==> src/rtl/decryption_fsm.sv <==
// rtl/decryption_fsm.sv - AES inverse-cipher control FSM (optional abort via AES_DEC_ABORT_EN)
module decryption_fsm #(
  parameter int NR            = 10,
  parameter int CYC_PER_ROUND = 3,
  parameter int KAW           = 4
) (
  input  logic           clk,
  input  logic           reset_n,
  input  logic           start,
  input  logic           key_ready,
`ifdef AES_DEC_ABORT_EN
  input  logic           abort,
`endif
  output logic           busy,
  output logic           key_rd_en,
  output logic [KAW-1:0] key_addr,
  output logic           ld_sel,
  output logic           st_en,
  output logic           mc_bypass,
  output logic           done
);

  localparam int CW = (CYC_PER_ROUND > 2) ? $clog2(CYC_PER_ROUND) : 1;

  localparam logic [2:0] S_IDLE     = 3'd0;
  localparam logic [2:0] S_KEY_WAIT = 3'd1;
  localparam logic [2:0] S_INIT     = 3'd2;
  localparam logic [2:0] S_MID      = 3'd3;
  localparam logic [2:0] S_LAST     = 3'd4;

  localparam logic [KAW-1:0] RC_TOP  = KAW'(NR);
  localparam logic [KAW-1:0] RC_MID  = KAW'(NR - 1);
  localparam logic [CW-1:0]  CYC_TOP = CW'(CYC_PER_ROUND - 1);

  logic [2:0]     state_q, state_d;
  logic [KAW-1:0] rc_q, rc_d;
  logic [CW-1:0]  cyc_q, cyc_d;
  logic [KAW-1:0] addr_q;
  logic           done_q, done_d;
  logic           abort_w;

`ifdef AES_DEC_ABORT_EN
  assign abort_w = abort & (state_q != S_IDLE);
`else
  assign abort_w = 1'b0;
`endif

  // Strobe decode: read key on the first cycle of a round, write state on the last
  always_comb begin
    busy      = (state_q != S_IDLE);
    key_rd_en = 1'b0;
    st_en     = 1'b0;
    ld_sel    = 1'b0;
    mc_bypass = 1'b0;
    case (state_q)
      S_INIT: begin
        key_rd_en = (cyc_q == CW'(1));
        st_en     = (cyc_q == '0);
      end
      S_MID: begin
        key_rd_en = (cyc_q == CYC_TOP);
        st_en     = (cyc_q == '0);
        ld_sel    = (cyc_q == '0);
      end
      S_LAST: begin
        key_rd_en = (cyc_q == CYC_TOP);
        st_en     = (cyc_q == '0);
        ld_sel    = (cyc_q == '0);
        mc_bypass = 1'b1;
      end
      default: ;
    endcase
    if (abort_w) begin
      key_rd_en = 1'b0;
      st_en     = 1'b0;
      ld_sel    = 1'b0;
    end
    key_addr = key_rd_en ? rc_q : addr_q;
  end

  // Next-state and counter sequencing; round_cnt doubles as the key index
  always_comb begin
    state_d = state_q;
    rc_d    = rc_q;
    cyc_d   = cyc_q;
    done_d  = 1'b0;
    case (state_q)
      S_IDLE: begin
        rc_d  = RC_TOP;
        cyc_d = '0;
        if (start) begin
          if (key_ready) begin
            state_d = S_INIT;
            cyc_d   = CW'(1);
          end else begin
            state_d = S_KEY_WAIT;
          end
        end
      end
      S_KEY_WAIT: begin
        if (key_ready) begin
          state_d = S_INIT;
          cyc_d   = CW'(1);
        end
      end
      S_INIT: begin
        if (cyc_q == '0) begin
          state_d = S_MID;
          rc_d    = RC_MID;
          cyc_d   = CYC_TOP;
        end else begin
          cyc_d = cyc_q - CW'(1);
        end
      end
      S_MID: begin
        if (cyc_q == '0) begin
          rc_d  = rc_q - KAW'(1);
          cyc_d = CYC_TOP;
          if (rc_q == KAW'(1)) state_d = S_LAST;
        end else begin
          cyc_d = cyc_q - CW'(1);
        end
      end
      S_LAST: begin
        if (cyc_q == '0) begin
          state_d = S_IDLE;
          rc_d    = RC_TOP;
          done_d  = 1'b1;
        end else begin
          cyc_d = cyc_q - CW'(1);
        end
      end
      default: state_d = S_IDLE;
    endcase
    if (abort_w) begin
      state_d = S_IDLE;
      rc_d    = RC_TOP;
      cyc_d   = '0;
      done_d  = 1'b0;
    end
  end

  // State, counters, held key address and registered done pulse
  always_ff @(posedge clk or negedge reset_n) begin
    if (!reset_n) begin
      state_q <= S_IDLE;
      rc_q    <= RC_TOP;
      cyc_q   <= '0;
      addr_q  <= '0;
      done_q  <= 1'b0;
    end else begin
      state_q <= state_d;
      rc_q    <= rc_d;
      cyc_q   <= cyc_d;
      done_q  <= done_d;
      if (key_rd_en) addr_q <= key_addr;
    end
  end

  assign done = done_q;

endmodule

==> config.mk <==
export PLATFORM = sky130hd
export DESIGN_NAME = decryption_fsm
export DESIGN_NICKNAME = d
export VERILOG_FILES = /design/src/rtl/decryption_fsm.sv
export SDC_FILE = /design/constraint.sdc
export NUM_CORES = 1
export LEC_CHECK = 0
export CAP_MARGIN = 20
export CORE_AREA = 2 2 47 49
export DETAILED_ROUTE_END_ITERATION = 12
export DIE_AREA = 0 0 49 51
export GPL_ROUTABILITY_DRIVEN = 0
export PLACE_DENSITY = 0.82
export SYNTH_ARGS = -nofsm -noshare
export SYNTH_HDL_FRONTEND = slang
export SYNTH_SLANG_ARGS = --single-unit
==> constraint.sdc <==
create_clock -name clk -period 2.15 [get_ports clk]
set_input_delay 0.43 -clock clk [delete_from_list [all_inputs] [get_ports clk]]
set_output_delay 0.43 -clock clk [all_outputs]
set_load 0.01 [all_outputs]
# Word level (Yosys, flattened, before mapping)

Index checks and enable logic that the tools add are counted.

Logic and storage cells: 57
Register bits: 14
Bits of input ports: 4

Equal/unequal tests: 14
Add/subtract/negate cells: 2
Mux-type cells: 25
Reductions and logical operators: 11

Operators by type and width:

| operator            | number |
|---|---|
| $mux 3              | 6 |
| $mux 4              | 4 |
| $pmux 4 s4          | 1 |
| $pmux 3 s5          | 1 |
| $ne 2x2->1 const B  | 7 |
| $mux 2              | 4 |
| $pmux 2 s4          | 1 |
| $reduce_bool 4->1   | 2 |
| $mux 1              | 7 |
| $eq 3x2->1 const B  | 2 |
| $reduce_and 6->1    | 1 |
| $eq 4x1->1 const B  | 1 |
| $reduce_and 4->1    | 1 |
| $reduce_or 2->1     | 2 |
| $sub 4x1->4 const B | 1 |
| $eq 3x1->1 const B  | 1 |
| $eq 3x3->1 const B  | 1 |
| $logic_not 3->1     | 1 |
| $reduce_and 3->1    | 1 |
| $reduce_bool 3->1   | 1 |
| $reduce_or 3->1     | 1 |
| $eq 2x1->1 const B  | 1 |
| $eq 2x2->1 const B  | 1 |
| $logic_not 2->1     | 1 |
| 2 further kinds     | 2 |

# Longest topological paths before layout

Gate-level depths: netlist (run 1).

Word-level depth: 4
Gate-level depth with buffers: 6

# Worst setup path before layout (run 1)

OpenSTA, ideal clock, no wires.

Path type: flip-flop to output port
From: register cyc_q[0]
To: output port key_addr[0]
Buffers on the path: 0
Cell stages (with the launch flop): 6
Data arrival time: 1.575 ns
Required time: 1.720 ns
Path slack: 0.145 ns
Cells stage by stage: dfrtp_1 -> inv_1 -> ha_1 -> mux2i_1 -> a2bb2oi_4 -> mux2_4

Cells in the longest elaborated chain, start to end: 3

RTL lines:

| what                                     | line       | text |
|---|---|---|
| start: declaration                       | 37         | `logic [CW-1:0] cyc_q, cyc_d;` |
| start signal: assignment                 | 154        | `cyc_q <= cyc_d;` |
| $eq 2x2->1 or $eq 2x1->1 (tied branches) | 61, 66, 57 |  |
| $pmux 1 s2 *                             | 55         | `case (state_q)` |
| $mux 4 *                                 | 78         | `key_addr = key_rd_en ? rc_q : addr_q;` |
| end: declaration                         | 16         | `output logic [KAW-1:0] key_addr,` |

Mark *: on every way between the ends. The rest lies on a longest branch, timed or not.

# Worst setup path in the final report (run 1)

From: register cyc_q[0]
To: output port key_addr[1]

The elaborated chain is that of the path after synthesis.

==> results.cfg, run 1 <==
[status]
status = finished with violations
violations = setup timing

[timing]
worst-slew-pin-transition_ns = 0.655
rsz0062_at_grt = true
tns_ns = -0.652
period_needed_ns = 2.30
period_share_pct = 107
drv_slew = 0
setup_viol = 5
relSlewSlack_pct = 56.2
max_freq_mhz = 435
hold_viol_final = 0
fin_ws_ns = -0.150
skew_ns = 0.00566

[layout]
area_growth_pct = 37.2
drive_gt1_share_pct = 44.0
antenna_cells = 0
final_nets = 135
fin_util_pct = 66.2

[yosys]
synth_flop_cell = dfrtp_1
yosysWarnings = 0
synth_area_sq_um = 995
yosysSeqAreaShare_pct = 35.5
synth_cells = 95
synth_cell_types = 44
async_flop_share_pct = 100
synth-edff-count = 0
postSynthAreaPerCell_sq_um = 10.5
synth_seq_cells = 14
syn_nets = 104

[routing]
routed_via_density = 5.73
routed_wl_um = 2490
drtIter0Drc = 19
route.antenna.remaining_nets = 0
drtPass1Iterations = 4
wire_per_inst_um = 16.3
drc = 0
vias = 876

[placed_design]
dp_hpwl_um = 1630
portBuffers = 13

[clocking]
cts_tree = yes
cts_buffer_depth = 2
ctsHoldBuffers = 0
cts_max_level = 1
insertion_delay_ns = 0.28
clock_tree.root_cell = clkbuf_4
cts.sinks = 14
numCtsBuffers = 3
clkTransAtPathRegs_ns = 0.09

[setup_path]
critPathArrivalTime_ns = 1.87
setup.worst_path.end_class = output pin
cp_max_fo = 6
r2r_start = cyc_q[0]
startpoint_type = flip-flop
crit_path_start = cyc_q[0]
cp.required_ns = 1.72
r2r_slack_ns = 0.17
criticalPathCategory = flip-flop to output pin

[power]
peakVddDrop_mv = 0.965
p_total_mw = 2.29
power.density_nw_per_um2 = 1680
p_leak_nw = 0.633

[floorplanning]
core-area_sq_um = 2060
die_area_sq_um = 2500
initial_core_util_pct = 48.2
ios = 14
num_rows = 17
dieHeight_um = 51
die_w_um = 49

[global_routing]
grt_pass1_vias = 916
antenna_found_initial = 0
grtUsageTotal_pct = 22.4
grt_overflow = 0
grt_max_degree = 22
grt_pass1_wl_um = 4210

[min_path]
hp-class = flip-flop to flip-flop
min_from = addr_q[0]

[job]
cap_violations = 0
## what timing repair did
action	4_1_cts	5_1_grt
gates resized for setup	38	7
setup buffers	4	2
pin swaps	1	1
setup endpoints to repair	9	7
## worst paths after layout
path	end	depth (start not counted)
worst max-delay path	key_addr[1]	7
worst min-delay path	addr_q[0]	1
worst max register to register	cyc_q[1]	8
worst min register to register	addr_q[0]	1
max in group asynchronous	rc_q[2]	1
min in group asynchronous	addr_q[3]	1
## flip-flops by register name, indices dropped and copies added (netlist names)
signal / flops
rc_q: 4
done: 1
state_q: 3
cyc_q: 2
addr_q: 4
## placed cells by master (no fill, tap or decap), drive strengths merged, types with 3 or more instances in the layout
cell type / synthesis / layout
a21oi: 8 / 8
ha: 5 / 5
buf: 4 / 25
o21a: 3 / 3
clkdlybuf4s50: 0 / 4
nand2b: 4 / 4
mux2: 10 / 10
inv: 8 / 8
dfrtp: 12 / 12
clkbuf: 3 / 6
## cells in the mapped netlist, types with 2 or more instances
master    number  area share [%]
ha_1           5             6.3
a21o_1         2             1.5
mux2_2         2             2.3
o21a_1         3             2.3
a21boi_1       2             1.5
dfstp_2        2             5.3
nand2b_1       4             2.5
nor2b_1        2             1.3
mux2_4         8              12
nor2_1         2            0.75
a21oi_1        8             4.0
nor3_1         2             1.0
buf_2          3             1.5
nand4_1        2             1.3
inv_1          6             2.3
dfrtp_1       12              30
clkbuf_1       3             1.1
## critical path, stage by stage, from the launching register on
cell	delay (ns)
dfrtp_1	0.44
inv_2	0.08
ha_4	0.17
mux2i_4	0.17
a2bb2oi_4	0.18
buf_12	0.13
mux2_4	0.30
buf_6	0.12
## area by class of cell
| type | count | area (sq um) |
|---|---|---|
| fill | 171 | 698 |
| multi-input combinational | 66 | 616 |
| sequential | 14 | 353 |
| timing repair buffer | 33 | 290 |
| clock buffer | 4 | 36.3 |
| inverter | 8 | 35.0 |
| tap | 28 | 35.0 |
## power breakdown
group / switching, mW / internal, mW
clock network: 0.0912 / 0.103
registers: 0.108 / 0.393
logic: 0.690 / 0.902
total: 0.890 / 1.40
## per-stage QoR
stage               worst slack (ns)  hold slack [ns]  area [sq um]  std cells
floorplan                      0.145            0.134           995         95
global placement              -0.218            0.496          1240        143
detailed placement            -0.280            0.508          1240        143
CTS                           -0.174            0.528          1350        151
global route                  -0.202            0.547          1370        153
finish                        -0.150            0.524          1370        153
## routing by layer
layer | up-vias | GRT usage [%] | share of wire [%]
met5 | - | 0 | 0
met4 | 0 | 9.52 | 0.68
met3 | 2 | 3.80 | 4.6
met2 | 31 | 40.0 | 55
met1 | 437 | 26.6 | 39
li1 | 406 | - | -
## cells by family (layout without fill, tap and decap cells)
group / after synthesis / in the layout / synth area share, %
buffers and inverters: 15 / 45 / 7.29
muxes: 11 / 11 / 15.3
DFF: 14 / 14 / 35.5
and+or+nand+nor: 21 / 21 / 12.8
AOI/OAI and AO/OA: 29 / 29 / 22.8
adders and majority gates: 5 / 5 / 6.29
Power figures use the tool's default switching activity.
==> run 2: changes to the inputs <==
--- a/config.mk
+++ b/config.mk
@@ -6,11 +6,12 @@
 export NUM_CORES = 1
 export LEC_CHECK = 0
 export CAP_MARGIN = 20
-export CORE_AREA = 2 2 47 49
+export CORE_AREA = 2 2 49 51
 export DETAILED_ROUTE_END_ITERATION = 12
-export DIE_AREA = 0 0 49 51
+export DIE_AREA = 0 0 51 53
 export GPL_ROUTABILITY_DRIVEN = 0
-export PLACE_DENSITY = 0.82
+export HOLD_SLACK_MARGIN = 0.02
+export PLACE_DENSITY = 0.77
 export SYNTH_ARGS = -nofsm -noshare
 export SYNTH_HDL_FRONTEND = slang
 export SYNTH_SLANG_ARGS = --single-unit
==> results.cfg, run 2 (synthesized netlist as in run 1, its figures left out) <==
[global_routing]
met3_usage_pct = 2.54
grtUsageTotal_pct = 21.6
grt_pass1_wl_um = 4200
grt_max_degree = 21
grt-busiest-layer = met2
antenna_found_initial = 0
grt_pass1_vias = 878
grt_overflow = 0
grt_util_met1_pct = 27.7
grtUsageMet2_pct = 35.3

[layout]
ff_latch_area_sq_um = 357
multi_input_area_sq_um = 613
antenna_cells = 0
final_cell_mix = buf_4 (20), buf_6 (10), dfrtp_1 (9)
reg_top3 = addr_q: 4 flops, rc_q: 4 flops, state_q: 3 flops
final_nets = 141
drive_gt1_share_pct = 48.1
n_fill_cell = 157
area_growth_pct = 43.1
final_common_cell = buf_4

[power]
peakVddDrop_mv = 0.916
p_total_mw = 2.41
p_leak_nw = 0.657
power.density_nw_per_um2 = 1690

[placed_design]
portBuffers = 13
dpl_worst_slack_ns = -0.292
dp_hpwl_um = 1590

[timing]
fin_ws_ns = -0.220
period_needed_ns = 2.37
tns_ns = -0.934
whs_ns = 0.521
relSlewSlack_pct = 54.6
drv_slew = 0
period_share_pct = 110
skew_ns = 0.00636
rsz0062_at_grt = true
max_freq_mhz = 422
worst-slew-pin-transition_ns = 0.679
setup_viol = 5
hold_viol_final = 0

[setup_path]
worst_r2r_path_depth = 8
crit_path_start = cyc_q[0]
r2r_start = cyc_q[1]
startpoint_type = flip-flop
criticalPathCategory = flip-flop to output pin
cp_max_fo = 5
reg2reg_to = cyc_q[1]
critPathArrivalTime_ns = 1.94
r2r_slack_ns = 0.16
cp.required_ns = 1.72
setup.worst_path.end_class = output pin

[clocking]
cts_buffer_depth = 2
cts_tree = yes
insertion_delay_ns = 0.30
cts_max_level = 1
clkTransAtPathRegs_ns = 0.10
ctsHoldBuffers = 0
numCtsBuffers = 3
cts.sinks = 14
clock_tree.root_cell = clkbuf_4

[floorplanning]
die_area_sq_um = 2700
ios = 14
num_rows = 17
initial_core_util_pct = 46.3
die_w_um = 51
dieHeight_um = 53
core-area_sq_um = 2150

[routing]
routed_wl_um = 2570
routed_via_density = 5.70
drtIter0Drc = 17
route.antenna.remaining_nets = 0
drtPass1Iterations = 5
drc = 0
vias = 906
wire_per_inst_um = 16.1

[min_path]
hp-class = flip-flop to flip-flop
holdPathEnd = rc_q[3]
min_path_cells = 2
min_from = rc_q[3]

[status]
violations = setup timing
status = finished with violations

[job]
cap_violations = 0
-- run 2: area by class of cell --
class	count	share of cell area [%]
Tap cell	28	2.46
Clock buffer	4	2.55
Multi-Input combinational cell	66	43.1
Sequential cell	14	25.0
Inverter	8	2.46
Timing Repair Buffer	39	24.4
-- run 2: routing by layer --
layer,routed length (um),share of wire [%]
met2,1250,49
met5,0,0
met1,1100,43
met3,141,5.5
met4,69,2.7
-- run 2: worst max-delay path, stage by stage (launching register included) --
cell	delay, ns
dfrtp_2	0.43
inv_2	0.07
ha_4	0.17
mux2i_4	0.16
a2bb2oi_4	0.24
buf_4	0.15
mux2_4	0.29
buf_6	0.12
-- run 2: power breakdown --
part	leakage (nW)	internal, mW	switching (mW)
registers	0.163	0.399	0.125
logic	0.473	0.982	0.697
clock network	0.0210	0.103	0.102
-- run 2: per-stage QoR --
step | util [%] | instance area (sq um) | instances
floorplan | - | 995 | 95
global placement | 57.5 | 1230 | 144
detailed placement | 57.5 | 1230 | 144
CTS | 64.4 | 1380 | 155
global route | 66.3 | 1420 | 159
finish | 66.3 | 1420 | 159
-- run 2: worst max-delay path by stage --
stage | cells past startpoint | endpoint
6_report | 7 | key_addr[3]
5_1_grt | 7 | key_addr[3]
4_1_cts | 7 | key_addr[1]
3_5_place_dp | 6 | key_addr[1]
3_3_place_gp | 6 | key_addr[1]
2_1_floorplan | 5 | key_addr[0]
-- run 2: repair_timing --
| action | CTS | global route |
|---|---|---|
| pin swaps | 2 | 1 |
| resized for setup | 43 | 7 |
| setup endpoints to repair | 9 | 8 |
| setup buffers | 7 | 4 |
